File: src/rtl/dffram_pin_pkg.sv
// Shared definitions for the DFFRAM byte-serial pin host.
// Contents: ctrl byte field positions, lane one-hot constants, host FSM state
// enum, and small helpers that pick a lane and assemble a ctrl byte.
package dffram_pin_pkg;

  localparam int NUM_LANES     = 4;
  localparam int CTRL_LANE_LSB = 0;
  localparam int CTRL_LANE_MSB = 3;
  localparam int CTRL_EN_BIT   = 4;
  localparam int CTRL_ADDR_LSB = 5;
  localparam int CTRL_ADDR_MSB = 7;
  localparam int CTRL_ADDR_W   = CTRL_ADDR_MSB - CTRL_ADDR_LSB + 1;

  localparam logic [NUM_LANES-1:0] LANE_NONE = 4'b0000;
  localparam logic [NUM_LANES-1:0] LANE0_OH  = 4'b0001;
  localparam logic [NUM_LANES-1:0] LANE1_OH  = 4'b0010;
  localparam logic [NUM_LANES-1:0] LANE2_OH  = 4'b0100;
  localparam logic [NUM_LANES-1:0] LANE3_OH  = 4'b1000;

  typedef enum logic [2:0] {
    ST_IDLE,
    ST_WR_LANE,
    ST_TRST,
    ST_RD_CMD,
    ST_RD_WAIT,
    ST_RD_CAP,
    ST_RSP,
    ST_GAP
  } host_state_e;

  // Index of the lowest set lane; lanes are issued in ascending order.
  function automatic logic [1:0] lowest_lane(input logic [NUM_LANES-1:0] lanes);
    lowest_lane = 2'd0;
    for (int k = NUM_LANES - 1; k >= 0; k--) begin
      if (lanes[k]) lowest_lane = 2'(k);
    end
  endfunction

  function automatic logic [NUM_LANES-1:0] lane_onehot(input logic [1:0] idx);
    case (idx)
      2'd0:    lane_onehot = LANE0_OH;
      2'd1:    lane_onehot = LANE1_OH;
      2'd2:    lane_onehot = LANE2_OH;
      default: lane_onehot = LANE3_OH;
    endcase
  endfunction

  function automatic logic [7:0] make_ctrl(input logic [CTRL_ADDR_W-1:0] addr,
                                           input logic                   en,
                                           input logic [NUM_LANES-1:0]   lane);
    make_ctrl = '0;
    make_ctrl[CTRL_ADDR_MSB:CTRL_ADDR_LSB] = addr;
    make_ctrl[CTRL_EN_BIT]                 = en;
    make_ctrl[CTRL_LANE_MSB:CTRL_LANE_LSB] = lane;
  endfunction

endpackage

File: src/rtl/dffram_pin_capture.sv
// Read-byte collector: shifts target bytes in LSB-first, one per enabled edge.
// Ports:
//   clk, rst_n  clock, async active-low reset
//   en          sample byte_i on this edge (host is in its capture phase)
//   byte_i      target data byte
//   word_next   assembled word including the byte being sampled this edge
//   done        this edge samples the last byte of the word
module dffram_pin_capture
  import dffram_pin_pkg::*;
(
  input  logic                     clk,
  input  logic                     rst_n,
  input  logic                     en,
  input  logic [7:0]               byte_i,
  output logic [8*NUM_LANES-1:0]   word_next,
  output logic                     done
);

  // Only the first three bytes need storage; the fourth is taken straight
  // from the pins on the final edge so the word is ready in the same cycle.
  logic [8*(NUM_LANES-1)-1:0] sr_q;
  logic [1:0]                 lane_q;

  assign word_next = {byte_i, sr_q};
  assign done      = en && (lane_q == 2'(NUM_LANES - 1));

  always_ff @(posedge clk or negedge rst_n) begin
    if (!rst_n) begin
      sr_q   <= '0;
      lane_q <= '0;
    end else if (en) begin
      sr_q   <= {byte_i, sr_q[8*(NUM_LANES-1)-1:8]};
      lane_q <= lane_q + 2'd1;
    end
  end

endmodule

File: src/rtl/dffram_pin_host.sv
// Host-side initiator for the byte-serial DFFRAM pin interface (8 x 32 bit).
// Turns word read/write requests into per-byte pin cycles and returns read
// words assembled LSB-first. Every output is a flop.
// Ports:
//   clk, rst_n                 clock, async active-low reset
//   req_valid/req_ready        request handshake, accept = valid & ready
//   req_we/addr/be/wdata       request fields, latched at accept
//   rsp_valid/rsp_rdata        one-cycle completion pulse and read word
//   busy                       transaction in flight
//   pin_data_o/pin_ctrl_o      byte and {addr,en,lane} to the target
//   pin_rdata_i                byte from the target
//   tgt_rst_n_o                target reset, pulsed before each read
//
// state      | meaning
// IDLE       | ready for a request
// WR_LANE    | one write byte cycle per enabled lane, ascending
// TRST       | target reset low, clears its output rotation
// RD_CMD     | read command cycle, ctrl = {addr,1,0000}
// RD_WAIT    | target read latency, pins idle
// RD_CAP     | four byte captures, pins idle
// RSP        | rsp_valid pulse
// GAP        | idle pin cycles before the next request
module dffram_pin_host
  import dffram_pin_pkg::*;
#(
  parameter int ADDR_W      = 3,
  parameter int RD_LAT      = 2,
  parameter int TGT_RST_CYC = 1,
  parameter int GAP_CYC     = 1
) (
  input  logic              clk,
  input  logic              rst_n,
  input  logic              req_valid,
  output logic              req_ready,
  input  logic              req_we,
  input  logic [ADDR_W-1:0] req_addr,
  input  logic [3:0]        req_be,
  input  logic [31:0]       req_wdata,
  output logic              rsp_valid,
  output logic [31:0]       rsp_rdata,
  output logic              busy,
  output logic [7:0]        pin_data_o,
  output logic [7:0]        pin_ctrl_o,
  input  logic [7:0]        pin_rdata_i,
  output logic              tgt_rst_n_o
);

  localparam int CNT_W = 8;
  localparam logic [CNT_W-1:0] TRST_LOAD = CNT_W'((TGT_RST_CYC > 0) ? TGT_RST_CYC - 1 : 0);
  localparam logic [CNT_W-1:0] WAIT_LOAD = CNT_W'((RD_LAT > 0) ? RD_LAT - 1 : 0);
  localparam logic [CNT_W-1:0] GAP_LOAD  = CNT_W'((GAP_CYC > 0) ? GAP_CYC - 1 : 0);

  host_state_e       state_q, state_d;
  logic [CNT_W-1:0]  cnt_q, cnt_d;
  logic [3:0]        lanes_q, lanes_d;
  logic [ADDR_W-1:0] addr_q;
  logic [31:0]       wdata_q;

  logic              accept;
  logic [3:0]        lanes_src;
  logic [ADDR_W-1:0] addr_src;
  logic [31:0]       wdata_src;
  logic [1:0]        lane_idx;
  logic [3:0]        lane_oh;

  logic              cap_en, cap_done;
  logic [31:0]       cap_word;

  logic              ready_d, busy_d, rsp_valid_d, tgt_rst_n_d;
  logic [7:0]        ctrl_d, data_d;
  logic [31:0]       rdata_d;

  assign accept = req_valid && req_ready;

  // The first write lane is driven on the accept edge itself, so the request
  // fields are used directly in IDLE and from the latched copy afterwards.
  always_comb begin
    lanes_src = (state_q == ST_IDLE) ? req_be    : lanes_q;
    addr_src  = (state_q == ST_IDLE) ? req_addr  : addr_q;
    wdata_src = (state_q == ST_IDLE) ? req_wdata : wdata_q;
    lane_idx  = lowest_lane(lanes_src);
    lane_oh   = lane_onehot(lane_idx);
  end

  always_comb begin
    state_d = state_q;
    cnt_d   = cnt_q;
    lanes_d = lanes_q;
    rdata_d = rsp_rdata;
    cap_en  = 1'b0;

    case (state_q)
      ST_IDLE: begin
        if (accept) begin
          if (req_we) begin
            rdata_d = '0;
            state_d = (req_be == 4'b0000) ? ST_RSP : ST_WR_LANE;
          end else if (TGT_RST_CYC > 0) begin
            state_d = ST_TRST;
            cnt_d   = TRST_LOAD;
          end else begin
            state_d = ST_RD_CMD;
          end
        end
      end
      ST_WR_LANE: begin
        if (lanes_q == 4'b0000) begin
          state_d = ST_RSP;
          rdata_d = '0;
        end
      end
      ST_TRST: begin
        if (cnt_q == '0) state_d = ST_RD_CMD;
        else             cnt_d   = cnt_q - 1'b1;
      end
      ST_RD_CMD: begin
        if (RD_LAT > 0) begin
          state_d = ST_RD_WAIT;
          cnt_d   = WAIT_LOAD;
        end else begin
          state_d = ST_RD_CAP;
        end
      end
      ST_RD_WAIT: begin
        if (cnt_q == '0) state_d = ST_RD_CAP;
        else             cnt_d   = cnt_q - 1'b1;
      end
      ST_RD_CAP: begin
        cap_en = 1'b1;
        if (cap_done) begin
          state_d = ST_RSP;
          rdata_d = cap_word;
        end
      end
      ST_RSP: begin
        if (GAP_CYC > 0) begin
          state_d = ST_GAP;
          cnt_d   = GAP_LOAD;
        end else begin
          state_d = ST_IDLE;
        end
      end
      ST_GAP: begin
        if (cnt_q == '0) state_d = ST_IDLE;
        else             cnt_d   = cnt_q - 1'b1;
      end
      default: state_d = ST_IDLE;
    endcase

    // Registered outputs are decoded from the state being entered.
    ready_d     = (state_d == ST_IDLE);
    busy_d      = (state_d != ST_IDLE);
    rsp_valid_d = (state_d == ST_RSP);
    tgt_rst_n_d = (state_d != ST_TRST);
    ctrl_d      = '0;
    data_d      = '0;
    if (state_d == ST_WR_LANE) begin
      ctrl_d  = make_ctrl(addr_src, 1'b1, lane_oh);
      data_d  = wdata_src[{lane_idx, 3'b000} +: 8];
      lanes_d = lanes_src & ~lane_oh;
    end
    if (state_d == ST_RD_CMD) begin
      ctrl_d = make_ctrl(addr_src, 1'b1, LANE_NONE);
    end
  end

  always_ff @(posedge clk or negedge rst_n) begin
    if (!rst_n) begin
      state_q     <= ST_IDLE;
      cnt_q       <= '0;
      lanes_q     <= '0;
      addr_q      <= '0;
      wdata_q     <= '0;
      req_ready   <= 1'b0;
      busy        <= 1'b0;
      rsp_valid   <= 1'b0;
      rsp_rdata   <= '0;
      pin_ctrl_o  <= '0;
      pin_data_o  <= '0;
      tgt_rst_n_o <= 1'b0;
    end else begin
      state_q     <= state_d;
      cnt_q       <= cnt_d;
      lanes_q     <= lanes_d;
      if (accept) begin
        addr_q  <= req_addr;
        wdata_q <= req_wdata;
      end
      req_ready   <= ready_d;
      busy        <= busy_d;
      rsp_valid   <= rsp_valid_d;
      rsp_rdata   <= rdata_d;
      pin_ctrl_o  <= ctrl_d;
      pin_data_o  <= data_d;
      tgt_rst_n_o <= tgt_rst_n_d;
    end
  end

  dffram_pin_capture u_capture (
    .clk       (clk),
    .rst_n     (rst_n),
    .en        (cap_en),
    .byte_i    (pin_rdata_i),
    .word_next (cap_word),
    .done      (cap_done)
  );

endmodule

File: config.mk
export PLATFORM = sky130hd
export DESIGN_NAME = dffram_pin_host
export DESIGN_NICKNAME = d
export VERILOG_FILES = /design/src/rtl/dffram_pin_pkg.sv /design/src/rtl/dffram_pin_capture.sv /design/src/rtl/dffram_pin_host.sv
export SDC_FILE = /design/constraint.sdc
export NUM_CORES = 1
export LEC_CHECK = 0
export ABC_AREA = 0
export CAP_MARGIN = 15
export CORE_MARGIN = 2
export CORE_UTILIZATION = 38
export CTS_CLUSTER_DIAMETER = 40
export DETAILED_ROUTE_END_ITERATION = 16
export SYNTH_ARGS = -nofsm -noshare
export SYNTH_HDL_FRONTEND = slang
export SYNTH_SLANG_ARGS = --single-unit
File: constraint.sdc
create_clock -name clk -period 6.8 [get_ports clk]
set_input_delay 1.36 -clock clk [delete_from_list [all_inputs] [get_ports clk]]
set_output_delay 1.36 -clock clk [all_outputs]
set_load 0.1 [all_outputs]
==> metrics.csv, run 1 <==
stage,metric,value,unit
grt,initial_antenna_violation_count,0,
job,maxCapViolCount,0,
floorplan,core_area,15000,sq um
routing,number_of_nets_still_failing_antenna_checks_after_routing,0,
synthesis,number_of_synthesized_flops_with_an_enable_pin,0,
timing,transition_time_of_the_tightest_slew_check_pin,1.07,ns
cts,number_of_cts_inserted_buffers,17,
worst_setup_path,worst-r2r-setup-slack,3.92,ns
floorplan,start_util,0.385,
floorplan,floorplan.die_area,16200,sq um
worst_setup_path,setup.worst_path.start_class,primary input,
worst_setup_path,reg_to_reg_endpoint,pin_data_o[0]$_DFF_PN0_,
timing,slew_violations,0,
routing,dr.pass1.iters,4,
floorplan,die_x,127,um
synthesis,average_instance_area_after_synthesis,10.1,sq um
cts,clk-insertion-delay-late,0.42,ns
routing,initialDrtViolationCount,296,
synthesis,yosysTopAreaCellShare,0.554,
pwr,p_leak,3.37,nW
routing,remaining_drc_errors,0,
cts,clock-root-buffer,sky130_fd_sc_hd__clkbuf_16,
timing,final-hold-violation-count,0,
layout,area_growth,31.5,%
cts,cts_resized,0,
layout,n_antenna_cell,0,
timing,grt_setup_unrepaired,no,
timing,layout_min_cycle_time,3.34,ns
pwr,ir_drop,368,uV
place,port-buffer-count,102,
routing,vias,4448,
grt,number_of_global_route_vias_before_repair,4437,
layout,mostFrequentLayoutCell,sky130_fd_sc_hd__nand2_1,
timing,timing.final.setup_violations,0,
layout,multi_input_area,2420,sq um
cts,tritoncts,yes,
layout,nNetsFinal,720,
layout,fillerInstances,1371,
cts,clk_transition_reported_paths,0.06,ns
place,post_dp_hpwl,8920,um
place,place_congestion,0.789,
timing,tns,0,ns
cts,cts_sinks,128,
layout,drive_gt1_frac,0.138,
worst_setup_path,timing.critical_path.to,lanes_q[1]$_DFFE_PN0N_,
cts,clockBufferDepth,2,
grt,track_usage,0.178,
synthesis,synthDistinctLibCells,56,
synthesis,yosys-top-cells-area,"sky130_fd_sc_hd__dfrtp_1, sky130_fd_sc_hd__nand2_1, sky130_fd_sc_hd__mux2_2",
synthesis,synthDominantAreaCellType,sky130_fd_sc_hd__dfrtp_1,
min_path,min_path_type,flop to flop,
floorplan,rows,45,
timing,fmax,0.300,GHz
layout,layoutNonFillerInstCount,868,
routing,wirelength,13900,um
grt,grt_start_max_net_pins,83,
timing,min_period_over_period,0.491,
worst_setup_path,timing.critical_path.to_type,flop,
floorplan,vert_die_dim,127,um
floorplan,floorplan.io_pins,103,
cts,post-cts-setup-buffer-count,0,
synthesis,synthesized_cell_area,5780,sq um
synthesis,yosys_most_used_dff,sky130_fd_sc_hd__dfrtp_1,
worst_setup_path,cp-startpoint,req_be[1],
worst_setup_path,worst_r2r_startpoint,state_q[1]$_DFF_PN0_,
synthesis,yosys_warnings,0,
synthesis,ys_ff_latch,128,
worst_setup_path,worst-r2r-cell-count,6,
grt,grt_pass1_wl,22500,um
worst_setup_path,worst_ep_required_time,7.10,ns
layout,final_cell_mix,"sky130_fd_sc_hd__nand2_1, sky130_fd_sc_hd__dfrtp_1, sky130_fd_sc_hd__clkdlybuf4s50_1, sky130_fd_sc_hd__nor2_1",
synthesis,post_synth_inst_count,571,
synthesis,synthesis.nets,624,
worst_setup_path,worst-setup-path-type,primary input to flop,
worst_setup_path,critPathArrivalTime,3.64,ns
synthesis,synth_sequential_area_ratio,0.554,
place,placed_cells,835,
routing,per_cell_via_count_in_the_routed_design,5.12,
timing,maxSlewHeadroom,0.283,
outcome,status,completed,
pwr,powerDensity,567,nW/um^2
timing,timing.clock.skew,0.00729,ns
layout,final_cell_area,7600,sq um
synthesis,synthArstFlopShare,1.00,
cts,cts.hold.buffers_added,0,
routing,avgRoutedWirePerCell,16.0,um
grt,overflow,0,
layout,seq_area,3200,sq um
cts,max_h_tree_level,4,
worst_setup_path,worst-path-max-fanout,16,
place,place_area,6950,sq um
kinds of logic (layout without fill, tap and decap cells):
logic type,after synthesis,count (layout),synth area share
multiplexers,45,45,0.0883
XOR/XNOR,1,1,0.00152
AND/OR/NAND/NOR,258,258,0.199
adder cells (fa/ha/maj),2,2,0.00433
flip-flops,128,128,0.554
AO/OA/AOI/OAI,98,98,0.123
buffers and inverters,39,148,0.0299
worst min path at each step:
stage	startpoint	to	cells after the start
5_1_grt	u_capture.sr_q[1]$_DFFE_PN0N_	u_capture.sr_q[1]$_DFFE_PN0N_	2
2_1_floorplan	u_capture.sr_q[23]$_DFFE_PN0N_	u_capture.sr_q[23]$_DFFE_PN0N_	2
6_report	u_capture.sr_q[1]$_DFFE_PN0N_	u_capture.sr_q[1]$_DFFE_PN0N_	2
3_3_place_gp	u_capture.sr_q[16]$_DFFE_PN0N_	u_capture.sr_q[16]$_DFFE_PN0N_	2
4_1_cts	u_capture.sr_q[1]$_DFFE_PN0N_	u_capture.sr_q[1]$_DFFE_PN0N_	2
3_5_place_dp	u_capture.sr_q[9]$_DFFE_PN0N_	u_capture.sr_q[9]$_DFFE_PN0N_	2
worst max-delay path: stages:
cell                              delay [ns]
sky130_fd_sc_hd__clkdlybuf4s50_1        0.63
sky130_fd_sc_hd__or4_1                  0.67
sky130_fd_sc_hd__a21oi_1                0.20
sky130_fd_sc_hd__o2bb2ai_2              0.13
sky130_fd_sc_hd__o211ai_4               0.25
sky130_fd_sc_hd__mux2_2                 0.39
synthesized netlist by cell type (2+ instances only):
cell type and n:
sky130_fd_sc_hd__nand2_1 161, sky130_fd_sc_hd__dfrtp_1 128, sky130_fd_sc_hd__nor2_1 39, sky130_fd_sc_hd__mux2_2 37
sky130_fd_sc_hd__o21ai_0 37, sky130_fd_sc_hd__clkbuf_1 20, sky130_fd_sc_hd__nor3b_1 15, sky130_fd_sc_hd__a311oi_1 14
sky130_fd_sc_hd__a21oi_1 12, sky130_fd_sc_hd__buf_2 9, sky130_fd_sc_hd__inv_1 7, sky130_fd_sc_hd__nand2b_1 7
sky130_fd_sc_hd__o22ai_1 7, sky130_fd_sc_hd__or3_1 6, sky130_fd_sc_hd__nor3_1 5, sky130_fd_sc_hd__mux2i_1 4
sky130_fd_sc_hd__nor4_1 4, sky130_fd_sc_hd__o31ai_1 4, sky130_fd_sc_hd__or4_1 4, sky130_fd_sc_hd__a21o_1 3
sky130_fd_sc_hd__and2_1 3, sky130_fd_sc_hd__nor2b_1 3, sky130_fd_sc_hd__a31oi_1 2, sky130_fd_sc_hd__and3_1 2
sky130_fd_sc_hd__buf_6 2, sky130_fd_sc_hd__ha_1 2, sky130_fd_sc_hd__mux2i_2 2, sky130_fd_sc_hd__nand3_1 2
sky130_fd_sc_hd__o32ai_1 2, sky130_fd_sc_hd__or2_2 2
where the power goes:
group          switching [W]  internal [W]
Clock               0.000356      0.000618
Combinational        0.00145      0.000593
Sequential          0.000215       0.00108
Total                0.00202       0.00229
layout make-up:
| class | instances | share of cell area |
|---|---|---|
| flip-flops and latches | 128 | 0.421 |
| repair buffers | 109 | 0.143 |
| inverters | 7 | 0.00346 |
| well taps | 188 | 0.0309 |
| clock inverters | 15 | 0.0272 |
| clock buffers | 17 | 0.0559 |
| multi-input cells | 404 | 0.319 |
flip-flops by register name (all words and copies together) (netlist names), 3 cells and up:
name            cells
state_q             3
cnt_q               8
lanes_q             4
pin_ctrl_o          8
addr_q              3
u_capture.sr_q     24
pin_data_o          8
wdata_q            32
rsp_rdata          32
per-stage QoR:
step / util / setup WS, ns / hold WS [ns] / total power [W]
global route: 0.506 / 3.42 / 0.493 / 0.00456
CTS: 0.504 / 3.46 / 0.478 / 0.00435
global placement: 0.462 / 3.09 / 0.459 / 0.00332
detailed placement: 0.462 / 3.08 / 0.463 / 0.00335
finish: 0.506 / 3.46 / 0.473 / 0.00431
floorplan: - / 4.00 / 0.446 / 0.00283
layer usage:
layer,vias to the layer above,wire (um),global-route usage
li1,2167,-,-
met1,2147,6490,0.234
met2,115,6370,0.277
met3,19,768,0.0582
met4,0,299,0.0621
met5,-,0,0
No activity file was read; power rests on OpenSTA's default activity.
==> run 2: changes to the inputs <==
==> constraint.sdc (replaced) <==
create_clock -name clk -period 3.44 [get_ports clk]
set_input_delay 0.688 -clock clk [delete_from_list [all_inputs] [get_ports clk]]
set_output_delay 0.688 -clock clk [all_outputs]
set_load 0.1 [all_outputs]
==> run 2 against run 1 <==
Final cell count increased by 0.69%. Setup slack got worse by 2.7 ns. Non-clock buffer count increased by 6. Clock skew increased by 0.0039 ns. Critical path depth decreased by 5. First-iteration DRC count increased by 11%. Wire length decreased by 0.22%. Sequential cell count unchanged. Worst hold slack got worse by 0.11 ns. Sequential power increased by 95%. Largest power group unchanged.
==> metrics.csv, run 2 (synthesis gave the netlist of run 1 again) <==
stage,metric,value,unit
cts,cts_sinks,128,
cts,clock-root-buffer,sky130_fd_sc_hd__clkbuf_16,
worst_setup_path,crit_path_cell_trace,clkdlybuf4s50_1,
worst_setup_path,worst-r2r-setup-slack,0.81,ns
routing,avgRoutedWirePerCell,15.9,um
timing,layout_min_cycle_time,2.66,ns
floorplan,rows,45,
layout,fillerInstances,1364,
timing,grt_setup_unrepaired,no,
floorplan,floorplan.io_pins,103,
cts,post-cts-setup-buffer-count,0,
timing,timing.clock.skew,0.0112,ns
floorplan,floorplan.die_area,16200,sq um
routing,dr.pass1.iters,4,
layout,n_antenna_cell,0,
cts,tritoncts,yes,
worst_setup_path,worst_ep_required_time,2.75,ns
layout,final_cell_area,7620,sq um
timing,tns,0,ns
place,placed_cells,842,
pwr,p_leak,3.41,nW
worst_setup_path,slowest_delay,1.16,ns
layout,nNetsFinal,726,
place,post_dp_hpwl,9310,um
place,place_area,6990,sq um
place,place_congestion,0.813,
floorplan,vert_die_dim,127,um
cts,cts.hold.buffers_added,0,
layout,top_regs,"rsp_rdata: 32 flops, wdata_q: 32 flops, u_capture.sr_q: 24 flops",
routing,vias,4526,
min_path,min_path_type,primary input to asynchronous set/reset pin,
worst_setup_path,worst-path-max-fanout,2,
routing,initialDrtViolationCount,330,
worst_setup_path,setup.worst_path.start_class,flop,
layout,layoutNonFillerInstCount,874,
layout,drive_gt1_frac,0.163,
floorplan,core_area,15000,sq um
outcome,status,completed,
routing,per_cell_via_count_in_the_routed_design,5.18,
cts,clockBufferDepth,2,
floorplan,start_util,0.385,
grt,number_of_global_route_vias_before_repair,4569,
timing,final-hold-violation-count,0,
timing,min_period_over_period,0.774,
pwr,ir_drop,642,uV
grt,overflow,0,
grt,grt_start_max_net_pins,65,
layout,mostFrequentLayoutCell,sky130_fd_sc_hd__nand2_1,
floorplan,die_x,127,um
worst_setup_path,timing.critical_path.to_type,output pin,
worst_setup_path,critical-path-slowest-cell,sky130_fd_sc_hd__clkdlybuf4s50_1,
cts,max_h_tree_level,4,
timing,slew_violations,0,
worst_setup_path,reg_to_reg_endpoint,pin_data_o[2]$_DFF_PN0_,
cts,clk_transition_reported_paths,0.06,ns
worst_setup_path,worst_r2r_startpoint,state_q[0]$_DFF_PN0_,
worst_setup_path,worst-r2r-cell-count,6,
worst_setup_path,cp-startpoint,rsp_rdata[8]$_DFFE_PN0P_,
pwr,powerDensity,1120,nW/um^2
worst_setup_path,worst-setup-path-type,flop to output pin,
grt,grt_pass1_wl,23100,um
worst_setup_path,timing.critical_path.buf_inv,1,
cts,number_of_cts_inserted_buffers,17,
worst_setup_path,critPathArrivalTime,1.97,ns
cts,clk-insertion-delay-late,0.42,ns
routing,remaining_drc_errors,0,
worst_setup_path,number_of_logic_stages_on_the_critical_path_including_buffering,1,
worst_setup_path,timing.critical_path.to,rsp_rdata[8],
routing,wirelength,13900,um
place,port-buffer-count,102,
timing,fmax,0.376,GHz
layout,area_growth,31.8,%
grt,track_usage,0.181,
timing,timing.final.setup_violations,0,
routing,number_of_nets_still_failing_antenna_checks_after_routing,0,
worst_setup_path,cp_top_family,buffers and inverters,
grt,initial_antenna_violation_count,0,
layout,final_cell_mix,"sky130_fd_sc_hd__nand2_1, sky130_fd_sc_hd__dfrtp_1, sky130_fd_sc_hd__clkdlybuf4s50_1, sky130_fd_sc_hd__nor2_1",
layout,multi_input_area,2420,sq um
layout,seq_area,3200,sq um
cts,cts_resized,0,
timing,maxSlewHeadroom,0.343,
job,maxCapViolCount,0,
timing,transition_time_of_the_tightest_slew_check_pin,0.982,ns
==> run 2: area by class of cell <==
| cell class | instances | share of cell area |
|---|---|---|
| Tap cell | 188 | 0.0309 |
| Clock inverter | 15 | 0.0271 |
| Sequential cell | 128 | 0.420 |
| Clock buffer | 17 | 0.0558 |
| Timing Repair Buffer | 115 | 0.144 |
| Multi-Input combinational cell | 404 | 0.318 |
| Inverter | 7 | 0.00345 |
==> run 2: worst min path at each step <==
stage	end	slack (ns)	cells after the start
floorplan	addr_q[0]$_DFFE_PN0P_	0.39	0
global placement	u_capture.sr_q[16]$_DFFE_PN0N_	0.46	2
detailed placement	u_capture.sr_q[1]$_DFFE_PN0N_	0.46	2
CTS	pin_ctrl_o[7]$_DFF_PN0_	0.37	1
global route	addr_q[2]$_DFFE_PN0P_	0.41	1
finish	addr_q[2]$_DFFE_PN0P_	0.36	1
==> run 2: per-stage QoR <==
| stage | setup WS, ns | util | hold WS [ns] | power, W |
|---|---|---|---|---|
| after floorplan | 1.19 | - | 0.392 | 0.00559 |
| after global placement | 0.673 | 0.465 | 0.460 | 0.00657 |
| after detailed placement | 0.613 | 0.465 | 0.463 | 0.00665 |
| after CTS | 0.777 | 0.507 | 0.370 | 0.00861 |
| after global routing | 0.581 | 0.507 | 0.406 | 0.00903 |
| final | 0.778 | 0.507 | 0.360 | 0.00852 |
==> run 2: routing by layer <==
layer,vias to the layer above,routed length [um],track usage
li1,2187,-,-
met1,2204,6300,0.241
met2,113,6550,0.280
met3,22,737,0.0490
met4,0,310,0.0743
met5,-,0,0
==> run 2: where the power goes <==
part           internal (W)  switching [W]
Combinational       0.00118        0.00292
Clock               0.00122       0.000687
Sequential          0.00213       0.000379
Total               0.00453        0.00399
==> run 3: changes to the inputs <==
==> constraint.sdc (replaced) <==
create_clock -name clk -period 2.25 [get_ports clk]
set_input_delay 0.45 -clock clk [delete_from_list [all_inputs] [get_ports clk]]
set_output_delay 0.45 -clock clk [all_outputs]
set_load 0.1 [all_outputs]
==> run 3 against run 2 <==
Global-route usage rose by 1.4 points. Clock power is 43% higher. Setup slack worse by 0.74 ns. First-iteration DRC count rose by 19%. Worst hold slack improved by 0.11 ns. Register-to-register slack lost 0.77 ns. Final area increased by 2.6%. Sequential cell count did not move. Critical endpoint is now lanes_q[3]$_DFFE_PN0N_. Highest routed layer unchanged.
==> metrics.csv, run 3 (synthesis gave the netlist of run 1 again) <==
stage,metric,value,unit
outcome,status,completed,
timing,final-hold-violation-count,0,
worst_setup_path,worst-r2r-setup-slack,0.04,ns
grt,grt_pass1_wl,24700,um
worst_setup_path,critPathArrivalTime,2.51,ns
timing,min_period_over_period,0.984,
routing,vias,4727,
floorplan,floorplan.die_area,16200,sq um
min_path,worst_hold_path.num_cells,2,
worst_setup_path,reg_to_reg_endpoint,lanes_q[3]$_DFFE_PN0N_,
pwr,final_total_power,0.0132,W
routing,initialDrtViolationCount,394,
worst_setup_path,timing.critical_path.to_type,flop,
timing,layout_min_cycle_time,2.21,ns
floorplan,rows,45,
grt,number_of_global_route_vias_before_repair,4815,
routing,per_cell_via_count_in_the_routed_design,5.23,
pwr,powerDensity,1680,nW/um^2
cts,clk_transition_reported_paths,0.06,ns
worst_setup_path,worst_r2r_startpoint,cnt_q[6]$_DFFE_PN0P_,
floorplan,start_util,0.385,
layout,top_regs,"rsp_rdata: 32 flops, wdata_q: 32 flops, u_capture.sr_q: 24 flops",
cts,clk-insertion-delay-late,0.41,ns
routing,number_of_nets_still_failing_antenna_checks_after_routing,0,
cts,max_h_tree_level,4,
layout,fillerInstances,1339,
floorplan,core_area,15000,sq um
routing,dr.pass1.iters,4,
grt,track_usage,0.194,
timing,fmax,0.452,GHz
timing,transition_time_of_the_tightest_slew_check_pin,0.645,ns
cts,clock-root-buffer,sky130_fd_sc_hd__clkbuf_16,
timing,timing.clock.skew,0.00595,ns
min_path,hold_path.startpoint,u_capture.sr_q[4]$_DFFE_PN0N_,
layout,area_growth,35.2,%
layout,nNetsFinal,755,
job,maxCapViolCount,0,
timing,maxSlewHeadroom,0.557,
pwr,ir_drop,1320,uV
floorplan,floorplan.io_pins,103,
cts,tritoncts,yes,
cts,cts_sinks,128,
grt,grt_start_max_net_pins,65,
worst_setup_path,worst-path-max-fanout,4,
timing,grt_setup_unrepaired,yes,
worst_setup_path,worst-setup-path-type,flop to flop,
layout,n_antenna_cell,0,
worst_setup_path,worst_ep_required_time,2.55,ns
place,port-buffer-count,102,
cts,number_of_cts_inserted_buffers,17,
routing,avgRoutedWirePerCell,16.7,um
floorplan,die_x,127,um
timing,holdWs,0.475,ns
cts,clockBufferDepth,2,
worst_setup_path,worst-r2r-cell-count,5,
min_path,hold-path-endpoint,u_capture.sr_q[4]$_DFFE_PN0N_,
min_path,min_path_type,flop to flop,
routing,remaining_drc_errors,0,
floorplan,vert_die_dim,127,um
worst_setup_path,setup.worst_path.start_class,flop,
layout,mostFrequentLayoutCell,sky130_fd_sc_hd__nand2_1,
layout,final_cell_mix,"sky130_fd_sc_hd__nand2_1, sky130_fd_sc_hd__dfrtp_1, sky130_fd_sc_hd__buf_4, sky130_fd_sc_hd__clkdlybuf4s50_1, sky130_fd_sc_hd__nor2_1",
timing,slew_violations,0,
place,post_dp_hpwl,10500,um
routing,wirelength,15100,um
pwr,p_leak,3.65,nW
place,place_congestion,0.869,
timing,timing.final.setup_violations,0,
layout,drive_gt1_frac,0.266,
grt,initial_antenna_violation_count,0,
grt,overflow,0,
## run 3: layout make-up
class,count,area (sq um),area share
timing repair buffer,144,1260,0.162
tap,188,235,0.0301
inverter,7,26.3,0.00336
clock buffer,19,453,0.0579
clock inverter,13,138,0.0176
sequential,128,3200,0.410
multi-input combinational,404,2500,0.320
## run 3: critical path: stages, from the launching register on
cell and delay [ns]:
sky130_fd_sc_hd__dfrtp_1 0.38, sky130_fd_sc_hd__or4_4 0.56, sky130_fd_sc_hd__o311ai_4 0.33, sky130_fd_sc_hd__o221ai_4 0.19, sky130_fd_sc_hd__o211ai_4 0.30, sky130_fd_sc_hd__mux2_4 0.33
## run 3: timing repair
action,in CTS,in global routing
hold buffers,1,0
gates resized for setup,0,16
buffers inserted,0,3
endpoints found under the hold margin,15,0
endpoints found under the setup margin,0,17
## run 3: how the worst max path moves through the flow
stage / from / end / slack (ns)
floorplan: req_ready$_DFF_PN0_ / lanes_q[1]$_DFFE_PN0N_ / 0.001
global placement: req_be[1] / lanes_q[3]$_DFFE_PN0N_ / -0.17
detailed placement: req_be[1] / lanes_q[3]$_DFFE_PN0N_ / -0.18
finish: cnt_q[6]$_DFFE_PN0P_ / lanes_q[3]$_DFFE_PN0N_ / 0.04
CTS: state_q[1]$_DFF_PN0_ / pin_data_o[5]$_DFF_PN0_ / 0.0007
global route: lanes_q[0]$_DFFE_PN0N_ / lanes_q[3]$_DFFE_PN0N_ / -0.02
## run 3: metrics by stage
| stage | std cells | area, sq um | setup WS [ns] | util | TNS, ns |
|---|---|---|---|---|---|
| after global routing | 903 | 7820 | -0.0219 | 0.520 | -0.0770 |
| after detailed placement | 867 | 7110 | -0.183 | 0.473 | -2.46 |
| after global placement | 867 | 7110 | -0.172 | 0.473 | -2.42 |
| final | 903 | 7820 | 0.0352 | 0.520 | 0 |
| after floorplan | 571 | 5780 | 0.00107 | - | 0 |
| after CTS | 900 | 7710 | 0.000690 | 0.513 | 0 |
## run 3: layer usage
metal	track usage	wire, um
met1	0.259	6680
met2	0.313	7240
met3	0.0523	886
met4	0.0595	251
met5	0	0
## run 3: report_power, final
part	leakage (nW)	internal, W	switching, W
Sequential	1.65	0.00326	0.000534
Combinational	1.72	0.00201	0.00463
Clock	0.285	0.00169	0.00104
Total	3.65	0.00696	0.00620
